### src/rtl/disp_pkg.sv
// Shared definitions for the display VRAM reader: AXI encodings, FSM state type
// and frame-geometry helpers.
package disp_pkg;

    localparam logic [2:0] ARSIZE_8B    = 3'b011;
    localparam logic [1:0] ARBURST_INCR = 2'b01;
    localparam logic [1:0] RRESP_OKAY   = 2'b00;

    typedef enum logic [1:0] {
        IDLE,
        WAIT,
        ADDR,
        DATA
    } state_t;

    // Two pixels are packed into every 64-bit word.
    function automatic int unsigned calc_words(input int unsigned h_pixels,
                                               input int unsigned v_lines);
        return (h_pixels * v_lines) / 2;
    endfunction

    function automatic int unsigned calc_nburst(input int unsigned h_pixels,
                                                input int unsigned v_lines,
                                                input int unsigned burst_len);
        return calc_words(h_pixels, v_lines) / burst_len;
    endfunction

endpackage

### src/rtl/disp_vram_reader.sv
// AXI4 read master fetching one display frame from VRAM in fixed-length INCR
// bursts and pushing the beats into the display pixel FIFO.
module disp_vram_reader
    import disp_pkg::*;
#(
    parameter int unsigned H_PIXELS  = 640,
    parameter int unsigned V_LINES   = 480,
    parameter int unsigned BURST_LEN = 128
) (
    input  logic        ACLK,
    input  logic        ARST,
    input  logic        DISPON,
    input  logic        FRAME_START,
    input  logic [31:0] VRAMSTART,
    input  logic        BUF_WREADY,
    output logic [63:0] FIFOIN,
    output logic        FIFOWR,
    output logic        FIFORST,
    output logic [31:0] ARADDR,
    output logic [7:0]  ARLEN,
    output logic [2:0]  ARSIZE,
    output logic [1:0]  ARBURST,
    output logic        ARVALID,
    input  logic        ARREADY,
    input  logic [63:0] RDATA,
    input  logic [1:0]  RRESP,
    input  logic        RLAST,
    input  logic        RVALID,
    output logic        RREADY,
    output logic        RD_ERR,
    output logic        FRAME_LATE
);

    localparam int unsigned      NBURST     = calc_nburst(H_PIXELS, V_LINES, BURST_LEN);
    localparam int unsigned      CNT_W      = $clog2(NBURST + 1);
    localparam logic [31:0]      STRIDE     = 32'(BURST_LEN * 8);
    localparam logic [CNT_W-1:0] LAST_BURST = CNT_W'(NBURST - 1);

    state_t           state;
    state_t           state_next;
    logic [CNT_W-1:0] burst_cnt;
    logic             abort;
    logic             abort_now;
    logic             beat;
    logic             last_beat;
    logic             start_ok;

    assign ARLEN   = 8'(BURST_LEN - 1);
    assign ARSIZE  = ARSIZE_8B;
    assign ARBURST = ARBURST_INCR;
    assign ARVALID = (state == ADDR);
    assign RREADY  = (state == DATA);

    assign start_ok  = (state == IDLE) && FRAME_START && DISPON;
    assign beat      = (state == DATA) && RVALID;
    assign last_beat = beat && RLAST;
    // A beat arriving in the very cycle DISPON falls is already discarded.
    assign abort_now = abort || !DISPON;

    always_comb begin
        state_next = state;
        unique case (state)
            IDLE: if (start_ok) state_next = WAIT;
            WAIT: begin
                if (!DISPON)         state_next = IDLE;
                else if (BUF_WREADY) state_next = ADDR;
            end
            ADDR: if (ARREADY) state_next = DATA;
            DATA: begin
                if (last_beat) begin
                    if (abort_now || burst_cnt == LAST_BURST) state_next = IDLE;
                    else                                      state_next = WAIT;
                end
            end
            default: state_next = IDLE;
        endcase
    end

    always_ff @(posedge ACLK or posedge ARST) begin
        if (ARST) state <= IDLE;
        else      state <= state_next;
    end

    always_ff @(posedge ACLK or posedge ARST) begin
        if (ARST) begin
            ARADDR     <= '0;
            burst_cnt  <= '0;
            abort      <= 1'b0;
            RD_ERR     <= 1'b0;
            FIFOIN     <= '0;
            FIFOWR     <= 1'b0;
            FIFORST    <= 1'b1;
            FRAME_LATE <= 1'b0;
        end else begin
            FIFOWR     <= beat && !abort_now;
            FIFORST    <= !DISPON || start_ok;
            FRAME_LATE <= FRAME_START && (state != IDLE);
            if (beat && !abort_now) FIFOIN <= RDATA;

            if (start_ok) begin
                ARADDR    <= VRAMSTART;
                burst_cnt <= '0;
                RD_ERR    <= 1'b0;
            end else begin
                if (beat && RRESP != RRESP_OKAY) RD_ERR <= 1'b1;
                if (last_beat) begin
                    ARADDR    <= ARADDR + STRIDE;
                    burst_cnt <= burst_cnt + 1'b1;
                end
            end

            // The outstanding burst always completes on AXI; the flag only gates writes.
            if (state == IDLE)
                abort <= 1'b0;
            else if ((state == ADDR || state == DATA) && !DISPON)
                abort <= 1'b1;
        end
    end

endmodule

### config.mk
export PLATFORM = sky130hd
export DESIGN_NAME = disp_vram_reader
export DESIGN_NICKNAME = d
export VERILOG_FILES = /design/src/rtl/disp_pkg.sv /design/src/rtl/disp_vram_reader.sv
export SDC_FILE = /design/constraint.sdc
export NUM_CORES = 1
export LEC_CHECK = 0
export BUFFER_PORTS_ARGS = -buffer_cell sky130_fd_sc_hd__buf_4
export CORE_MARGIN = 2
export CORE_UTILIZATION = 51
export DETAILED_ROUTE_END_ITERATION = 16
export GPL_TIMING_DRIVEN = 0
export PLACE_DENSITY = 0.85
export SLEW_MARGIN = 20
export SYNTH_ARGS = -nofsm -noshare
export SYNTH_HDL_FRONTEND = slang
export SYNTH_SLANG_ARGS = --single-unit
### constraint.sdc
create_clock -name ACLK -period 9.7 [get_ports ACLK]
set_clock_uncertainty 0.05 [all_clocks]
set_input_delay 1.94 -clock ACLK [delete_from_list [all_inputs] [get_ports ACLK]]
set_output_delay 1.94 -clock ACLK [all_outputs]
set_load 0.01 [all_outputs]
## Word-level counts from Yosys, hierarchy flattened

Index checks and enable logic that the tools add are counted.

- $add $sub $neg: 2
- Muxes and demuxes: 15
- Equality and inequality tests: 8
- Reduce and logical (&&, ||, !) cells: 21

Operators with widths:

| kind | number |
|---|---|
| 2-to-1 mux 32 bit | 2 |
| adder 32 x 11 -> 32 bit (second input constant) | 1 |
| 2-to-1 mux 11 bit | 2 |
| adder 11 x 1 -> 11 bit (second input constant) | 1 |
| == test 11 bit (second input constant) | 1 |
| 2-to-1 mux 2 bit | 5 |
| nonzero test 2 bit | 5 |
| logical AND 1 bit | 8 |
| case mux 2 bit (4 select lines) | 1 |
| 2-to-1 mux 1 bit | 5 |
| == test 2 bit (second input constant) | 2 |
| logical OR 1 bit | 4 |
| inequality test 2 x 1 -> 1 bit (second input constant) | 2 |
| AND reduction 4 bit | 1 |
| inequality test 3 bit (second input constant) | 1 |
| == test 2 x 1 -> 1 bit (second input constant) | 1 |
| logical NOT 1 bit | 2 |
| logical NOT 2 bit | 1 |
| inequality test 2 bit (second input constant) | 1 |

- Output and inout bits: 115
- Logic and storage cells: 55
- Bits of input ports: 106
- Bits in registers: 114

## Depth between registers and ports, before layout

Gate-level depths: netlist of the first run.

- Depth after elaboration: 6
- Mapped depth: 7
- Mapped depth without buffers: 5

## Worst setup path before layout of the first run

OpenSTA, ideal clock, no wires.

- Path kind: input port to flip-flop
- Start: input port FRAME_START
- End: register ARADDR[17]
- Arrival time: 3.010 ns
- Buffers on the path: 2
- Slack: 6.514 ns
- Data required time: 9.524 ns
- Cell stages on the path: 6
- Library setup time: 0.126 ns
- Path through: nor4bb_1 > buf_2 > nor2_1 > clkbuf_1 > a21o_1 > a221o_1

- Word-level cells in the longest chain between the ends: 3
- Elaborated cells on any way between the ends: 4
- Classes of those cells: mux: 1; reduce/logical: 3

RTL lines:

| element | line | RTL |
|---|---|---|
| start, declared | disp_vram_reader.sv:13 | `input logic FRAME_START,` |
| logical AND 1 bit (*) (2 in series) | disp_vram_reader.sv:54 | `assign start_ok = (state == IDLE) && FRAME_START && DISPON;` |
| 2-to-1 mux 32 bit or nonzero test 2 bit (tied branches) | - |  |
| end signal, assigned | disp_vram_reader.sv:107 | `ARADDR <= ARADDR + STRIDE;` |
| end, declared | disp_vram_reader.sv:19 | `output logic [31:0] ARADDR,` |

Every way passes the cells marked *; elsewhere a longest branch is shown, timed or not.
A chain may end at the register's enable or synchronous reset.

==> out/results.ini, run 1 <==
[clock_network]
cts_resized = 0
root_buffer = clkbuf_8
clock_latency_ns = 0.50
clockBufferDepth = 2
htree_levels = 4
cts.sink_count = 114
cts_buffers = 17
clk_pin_slew_ns = 0.06
hold_buffers = 0
post_cts_buffers = 0
cts_tree = built

[global_route]
grt_pass1_wl_mm = 21.38
grt_max_degree = 85
antenna_found_initial = 0
first_global_vias = 4236
grt.total_usage_pct = 26.41
overflow = 0

[final_layout]
regArea_um2 = 2854
fillerInstances = 618
area_growth_pct = 46.67
nets = 773
multi_input_area_um2 = 1988
drive_gt1_share_pct = 50.15
layoutNonFillerInstCount = 809
antennaDiodeCount = 0

[logic_synthesis]
synth-seq-cells = 114
synthesis.area_um2 = 5037
synth_top_area_cell = dfrtp_1
yosys_warnings = 0
syn_inst = 427
synth_edf_count = 0
async_flop_share_pct = 100.0
synth_seq_area_share_pct = 56.66
synth_top_area_share_pct = 56.14
synth_area_leaders = dfrtp_1, mux2_2, nand2_1
synth.distinct_cells = 50
syn_avg_cell_area_um2 = 11.80
ys.flop_type = dfrtp_1

[worst_setup_path]
path_buf_inv = 2
cp_cell_sequence = buf_2, nor2b_1, buf_4
crit_path_start_kind = flip-flop
crit_family = flip-flops
end_kind = output pin
worst-endpoint-required_ns = 7.71
critPathMaxStageDelay_ns = 0.39
worstPathArrival_ns = 1.39
slowest_stage = dfrtp_1
worst-path-max-fanout = 10
critPathKind = flip-flop to output pin

[die]
die_area_um2 = 10690
die_w_um = 103.4
coreArea_um2 = 9684
io_pins = 221
initial_core_util_pct = 52.02
die_h_um = 103.4
rows = 36

[routing]
drc = 0
post_drt_wl_per_cell_um = 17.52
num_vias = 4280
drt_iter0_drc = 254
first_pass_iters = 5
drtAntennaViolNets = 0
via_per_inst = 5.290
wirelength_mm = 14.17

[sta]
fin_tns_setup_ns = 0
min_period_ns = 3.384
setup_violations = 0
rsz0062_at_grt = no
slew_violations = 0
finalHoldViolCount = 0
maxSlewHeadroom_pct = 63.03
tightest_slew_ns = 0.5546
fmax_mhz = 295.5
period_share_pct = 34.89
whs_ns = 0.4242

[placed_design]
port_buffers = 207
dp_hpwl_mm = 10.41
gp_congestion = 0.8825
place_inst = 779

[worst_hold_path]
hold_path.class = flip-flop to flip-flop

[run_status]
outcome = completed

[job]
maxCapViolations = 0

[power]
power_per_cell_area_nw_per_um2 = 307.6
max-vdd-ir-drop_v = 0.0001585
total_leakage_power_nw = 3.615

## final timing paths
path	start	cells after the start	to	slack, ns
hold / removal	ARADDR[6]	2	ARADDR[6]	0.42
max in group asynchronous	ARST	3	FIFORST	7.51
setup reg to reg	state[0]	7	ARADDR[17]	7.60
hold reg to reg	ARADDR[6]	2	ARADDR[6]	0.42
min in group asynchronous	ARST	2	FIFOIN[12]	1.36
setup / recovery	flip-flop	3	ARVALID	6.32
## where the power goes
part           internal (W)  leakage, nW  switching [W]
clock              0.000373        0.268       0.000207
combinational      0.000466         1.93       0.000374
sequential         0.000689         1.41       0.000163
## tightest hold or removal path, stage by stage, from the launching register on
cell     delay [ns]
dfrtp_1        0.34
nand2_1        0.05
nand2_1        0.05
## synth_stat cells (6+ instances only)
cell type and instances:
o211ai_1 7, mux2_2 65, nand4_1 11, xnor2_1 6, nand3_1 14, clkbuf_1 7, nand2_1 61, or4_1 6
dfrtp_1 113, nor3_1 8, o21ai_0 7, a31oi_1 6, buf_2 9, nor2_1 21, buf_4 20
## metrics by stage
stage	setup slack [ns]	instance area (um^2)	total power [W]	utilization, %
2_1_floorplan	4.696	5079	0.001224	-
3_3_place_gp	3.522	6799	0.001641	70.21
3_5_place_dp	6.155	6832	0.001692	70.54
4_1_cts	6.312	7388	0.002284	76.29
5_1_grt	6.217	7388	0.002402	76.29
6_report	6.316	7388	0.002273	76.29
## flip-flops by register name, indices dropped and copies added (netlist names), named ones only
name / flops
state: 1
FIFOWR: 1
FRAME_LATE: 1
abort: 1
ARADDR: 32
FIFOIN: 64
FIFORST: 1
burst_cnt: 11
RD_ERR: 1
## cells in the final DEF, fill, tap and decap left out, drive strengths merged, types with 3 or more instances in the layout
cell type and n:
buf 238, dfrtp 113, mux2 65, nand2 61, clkbuf 27, nor2 21
nand3 15, conb 13, nand4 13, nor3 8, o211ai 7, o21ai 7
or4 6, a31oi 6, xnor2 6, o311ai 5, a21oi 5, xor2 5
clkinv 5, and4 4, a21o 3, and2 3, a221o 3, clkinvlp 3
inv 3, nor4 3
## cell families (layout without fill, tap and decap cells)
logic type	after synthesis	in the layout	share of synthesized area, %
muxes	66	66	14.73
xor gates and xnor gates	11	11	1.913
buffers and inverters	40	278	4.694
adders and majority gates	2	2	0.4967
other	2	13	0.1491
DFF	114	114	56.66
and+or+nand+nor	147	147	14.95
AOI/OAI and AO/OA	45	45	6.408
## area by class of cell
cell class              instances  share of cell area [%]
plain buffers                  37                   3.048
clock buffers                  20                   6.029
clock inverters                10                   1.507
inverters                       3                  0.2202
multi-input cells             284                   26.91
flip-flops and latches        114                   38.63
well taps                     133                   2.252
repair buffers                208                   21.41
## per-layer routing
metal	wire length [um]	GRT usage (%)	part of all wire (%)	vias up
li1	-	-	-	1982
met4	286	9.312	2.0	0
met1	5206	30.87	37	2056
met5	0	0	0	-
met2	7368	45.46	52	216
met3	1310	8.871	9.2	26
No activity file was read; power rests on OpenSTA's default activity.
==> run 2, diff against run 1 <==
--- a/config.mk
+++ b/config.mk
@@ -5,12 +5,13 @@
 export SDC_FILE = /design/constraint.sdc
 export NUM_CORES = 1
 export LEC_CHECK = 0
+export ABC_AREA = 1
 export BUFFER_PORTS_ARGS = -buffer_cell sky130_fd_sc_hd__buf_4
 export CORE_MARGIN = 2
-export CORE_UTILIZATION = 51
+export CORE_UTILIZATION = 48
 export DETAILED_ROUTE_END_ITERATION = 16
 export GPL_TIMING_DRIVEN = 0
-export PLACE_DENSITY = 0.85
+export PLACE_DENSITY = 0.8
 export SLEW_MARGIN = 20
 export SYNTH_ARGS = -nofsm -noshare
 export SYNTH_HDL_FRONTEND = slang
==> constraint.sdc (replaced) <==
create_clock -name ACLK -period 3.29 [get_ports ACLK]
set_clock_uncertainty 0.05 [all_clocks]
set_input_delay 0.658 -clock ACLK [delete_from_list [all_inputs] [get_ports ACLK]]
set_output_delay 0.658 -clock ACLK [all_outputs]
set_load 0.01 [all_outputs]
==> run 2 against run 1 <==
  * Final cell count rose by 32%
  * Critical endpoint is now RREADY
  * Worst setup slack got worse by 5.1 ns
  * Sequential power rose to 2.9 times the previous value
  * Sequential share of layout area fell by 1.6 points
  * Cell area rose by 4.3%
==> out/results.ini, run 2 <==
[run_status]
outcome = completed

[power]
max-vdd-ir-drop_v = 0.0005445  ; +240%
total_leakage_power_nw = 4.230  ; +17%
pwr-share-seq_pct = 37.6  ; about the same
p_comb_share_pct = 37.3  ; +0.4 points
power_per_cell_area_nw_per_um2 = 856.1  ; +180%
netSwitchingFraction_pct = 35.29  ; +2.5 points
p_int_w = 0.004267  ; +180%
clock_power_share_pct = 25.1  ; -0.4 points
switching_power_w = 0.002327  ; +210%

[worst_setup_path]
worst-path-max-fanout = 7  ; -3
cp_cell_sequence = nand2_2, inv_1, buf_4
worstPathArrival_ns = 1.34  ; -0.05 ns
crit_family = flip-flops
cp_num_cells = 3  ; unchanged
end_kind = output pin
worst-endpoint-required_ns = 2.58  ; -5.13 ns
path_buf_inv = 2  ; unchanged
critPathMaxStageDelay_ns = 0.46  ; +0.07 ns
reg2reg_depth = 8  ; +1
critPathKind = flip-flop to output pin
slowest_stage = dfrtp_1
crit_path_start_kind = flip-flop

[global_route]
grt_pass1_wl_mm = 24.07  ; +13%
antenna_found_initial = 0  ; unchanged
grt.total_usage_pct = 26.53  ; +0.13 points
grt_max_degree = 31  ; -64%
overflow = 0  ; unchanged
first_global_vias = 5134  ; +21%

[logic_synthesis]
syn_inst = 678  ; +59%
synthesis.area_um2 = 5319  ; +5.6%
synth_seq_area_share_pct = 53.66  ; -3.0 points
synth_top_area_share_pct = 53.16  ; -3.0 points
yosysMostFrequentCell = nand2_1
synthSimpleGateAreaFrac_pct = 33.12  ; +18 points
synth_top_family_by_area = simple AND/OR/NAND/NOR gates
synth_area_leaders = dfrtp_1, nand2_1, nand3_1
ys.flop_type = dfrtp_1
async_flop_share_pct = 100.0  ; unchanged
synth_common_cells = nand2_1, dfrtp_1, inv_1
synth_top_area_cell = dfrtp_1
syn_avg_cell_area_um2 = 7.845  ; -34%
yosys_warnings = 0  ; unchanged
synth-seq-cells = 114  ; unchanged
synth_xor_area_share_pct = 1.317  ; -0.60 points
synth_adder_area_share_pct = 0.4705  ; -0.026 points
synth.distinct_cells = 33  ; -34%
muxShareOfSynthArea_pct = 0  ; -15 points
synth_edf_count = 0  ; unchanged
synth_compound_area_share_pct = 3.999  ; -2.4 points

[clock_network]
cts_buffers = 17  ; unchanged
hold_buffers = 0  ; unchanged
root_buffer = clkbuf_8
clockBufferDepth = 2  ; unchanged
post_cts_buffers = 0  ; unchanged
cts_tree = built
clk_pin_slew_ns = 0.05  ; about the same
htree_levels = 4  ; unchanged
cts_resized = 0  ; unchanged
clock_latency_ns = 0.52  ; +0.02 ns
cts.sink_count = 114  ; unchanged

[sta]
rsz0062_at_grt = no
setup_violations = 0  ; unchanged
period_share_pct = 62.28
maxSlewHeadroom_pct = 62.28  ; -0.75 points
slew_violations = 0  ; unchanged
finalHoldViolCount = 0  ; unchanged
fmax_mhz = 488.1
tightest_slew_ns = 0.5615  ; +0.006860 ns
fin_tns_setup_ns = 0  ; unchanged
min_period_ns = 2.049

[final_layout]
largest_reg_flops = 64  ; unchanged
largest-register = FIFOIN
final_cell_mix = nand2_1, buf_4, dfrtp_1, inv_1, nor2_1
final_common_cell = nand2_1
drive_gt1_share_pct = 29.97  ; -20 points
largestRegisters = FIFOIN: 64 flops, ARADDR: 32 flops, burst_cnt: 11 flops
nets = 1027  ; +33%
area_growth_pct = 44.81
antennaDiodeCount = 0  ; unchanged
design_area_um2 = 7702  ; +4.3%

[die]
die_w_um = 109.3  ; +5.7%
coreArea_um2 = 10840  ; +12%
io_pins = 221  ; unchanged
initial_core_util_pct = 49.07  ; -3.0 points
die_area_um2 = 11940  ; +12%
rows = 38  ; +5.6%
die_h_um = 109.3  ; +5.7%

[routing]
wirelength_mm = 15.40  ; +8.7%
via_per_inst = 4.879  ; -7.8%
first_pass_iters = 5  ; unchanged
drc = 0  ; unchanged
post_drt_wl_per_cell_um = 14.38  ; -18%
num_vias = 5225  ; +22%
drt_iter0_drc = 297  ; +17%
drtAntennaViolNets = 0  ; unchanged

[worst_hold_path]
hold_path.class = input pin to async pin

[placed_design]
port_buffers = 207  ; unchanged
gp_congestion = 0.8702  ; -1.4%
dp_hpwl_mm = 10.86  ; +4.3%
place_area_um2 = 7173  ; +5.0%

[job]
maxCapViolations = 0  ; unchanged

==> run 2: cell count changes after synthesis, moves of 6 or more <==
cell	previous run	this run
nand2_1	61	334
mux2_2	65	0
inv_1	3	40
nand3_1	14	32
nor2_1	21	33
o21ai_0	7	18
or4_1	6	0
==> run 2: routing by layer <==
metal	up-vias	global-route usage (%)	share of wire [%]
met5	-	0	0
met3	37	6.635	7.5
met1	2413	33.48	41
met4	0	11.84	2.9
met2	208	43.21	49
li1	2567	-	-
==> run 2: layout make-up <==
cell class	instances	area (um^2)
well taps	140	175.2
inverters	43	165.2
repair buffers	211	1634
clock inverters	6	55.05
fillers	869	3138
multi-input cells	495	2118
clock buffers	25	474.2
plain buffers	37	226.5
flip-flops and latches	114	2854
==> run 2: final timing paths <==
check / startpoint / end / slack [ns]
min reg2reg: FIFOIN[58] / FIFOIN[58] / 0.43
max in group asynchronous: ARST / FIFOIN[0] / 2.33
max reg2reg: ARADDR[10] / ARADDR[28] / 1.46
min in group ACLK: DISPON / FIFORST / 0.27
max: state[0] / RREADY / 1.24
min: ARST / ARADDR[22] / 0.01
==> run 2: kinds of logic after synthesis <==
group,after synthesis
other,2
XOR/XNOR,8
AO/OA/AOI/OAI,38
buffers and inverters,80
flip-flops,114
adder cells (fa/ha/maj),2
AND/OR/NAND/NOR,434
==> run 2: power groups by stage <==
stage	Sequential, W	Combinational [W]	Clock, W
3_5_place_dp	0.00246	0.00246	0
6_report	0.00248	0.00246	0.00166
2_1_floorplan	0.00268	0.000926	0
3_3_place_gp	0.00247	0.00238	0
4_1_cts	0.00247	0.00248	0.00168
5_1_grt	0.00256	0.00273	0.00175
==> run 2: stage by stage <==
step	cells	power (W)	setup slack [ns]	hold WS [ns]	util, %
6_report	1071	0.006594	1.241	0.01415	71.05
5_1_grt	1071	0.007028	1.160	0.01259	71.05
4_1_cts	1071	0.006633	1.220	0.003762	71.05
3_5_place_dp	1040	0.004920	1.342	0.4157	66.17
3_3_place_gp	1036	0.004850	0.4363	0.4135	65.43
2_1_floorplan	689	0.003609	1.197	0.4211	-
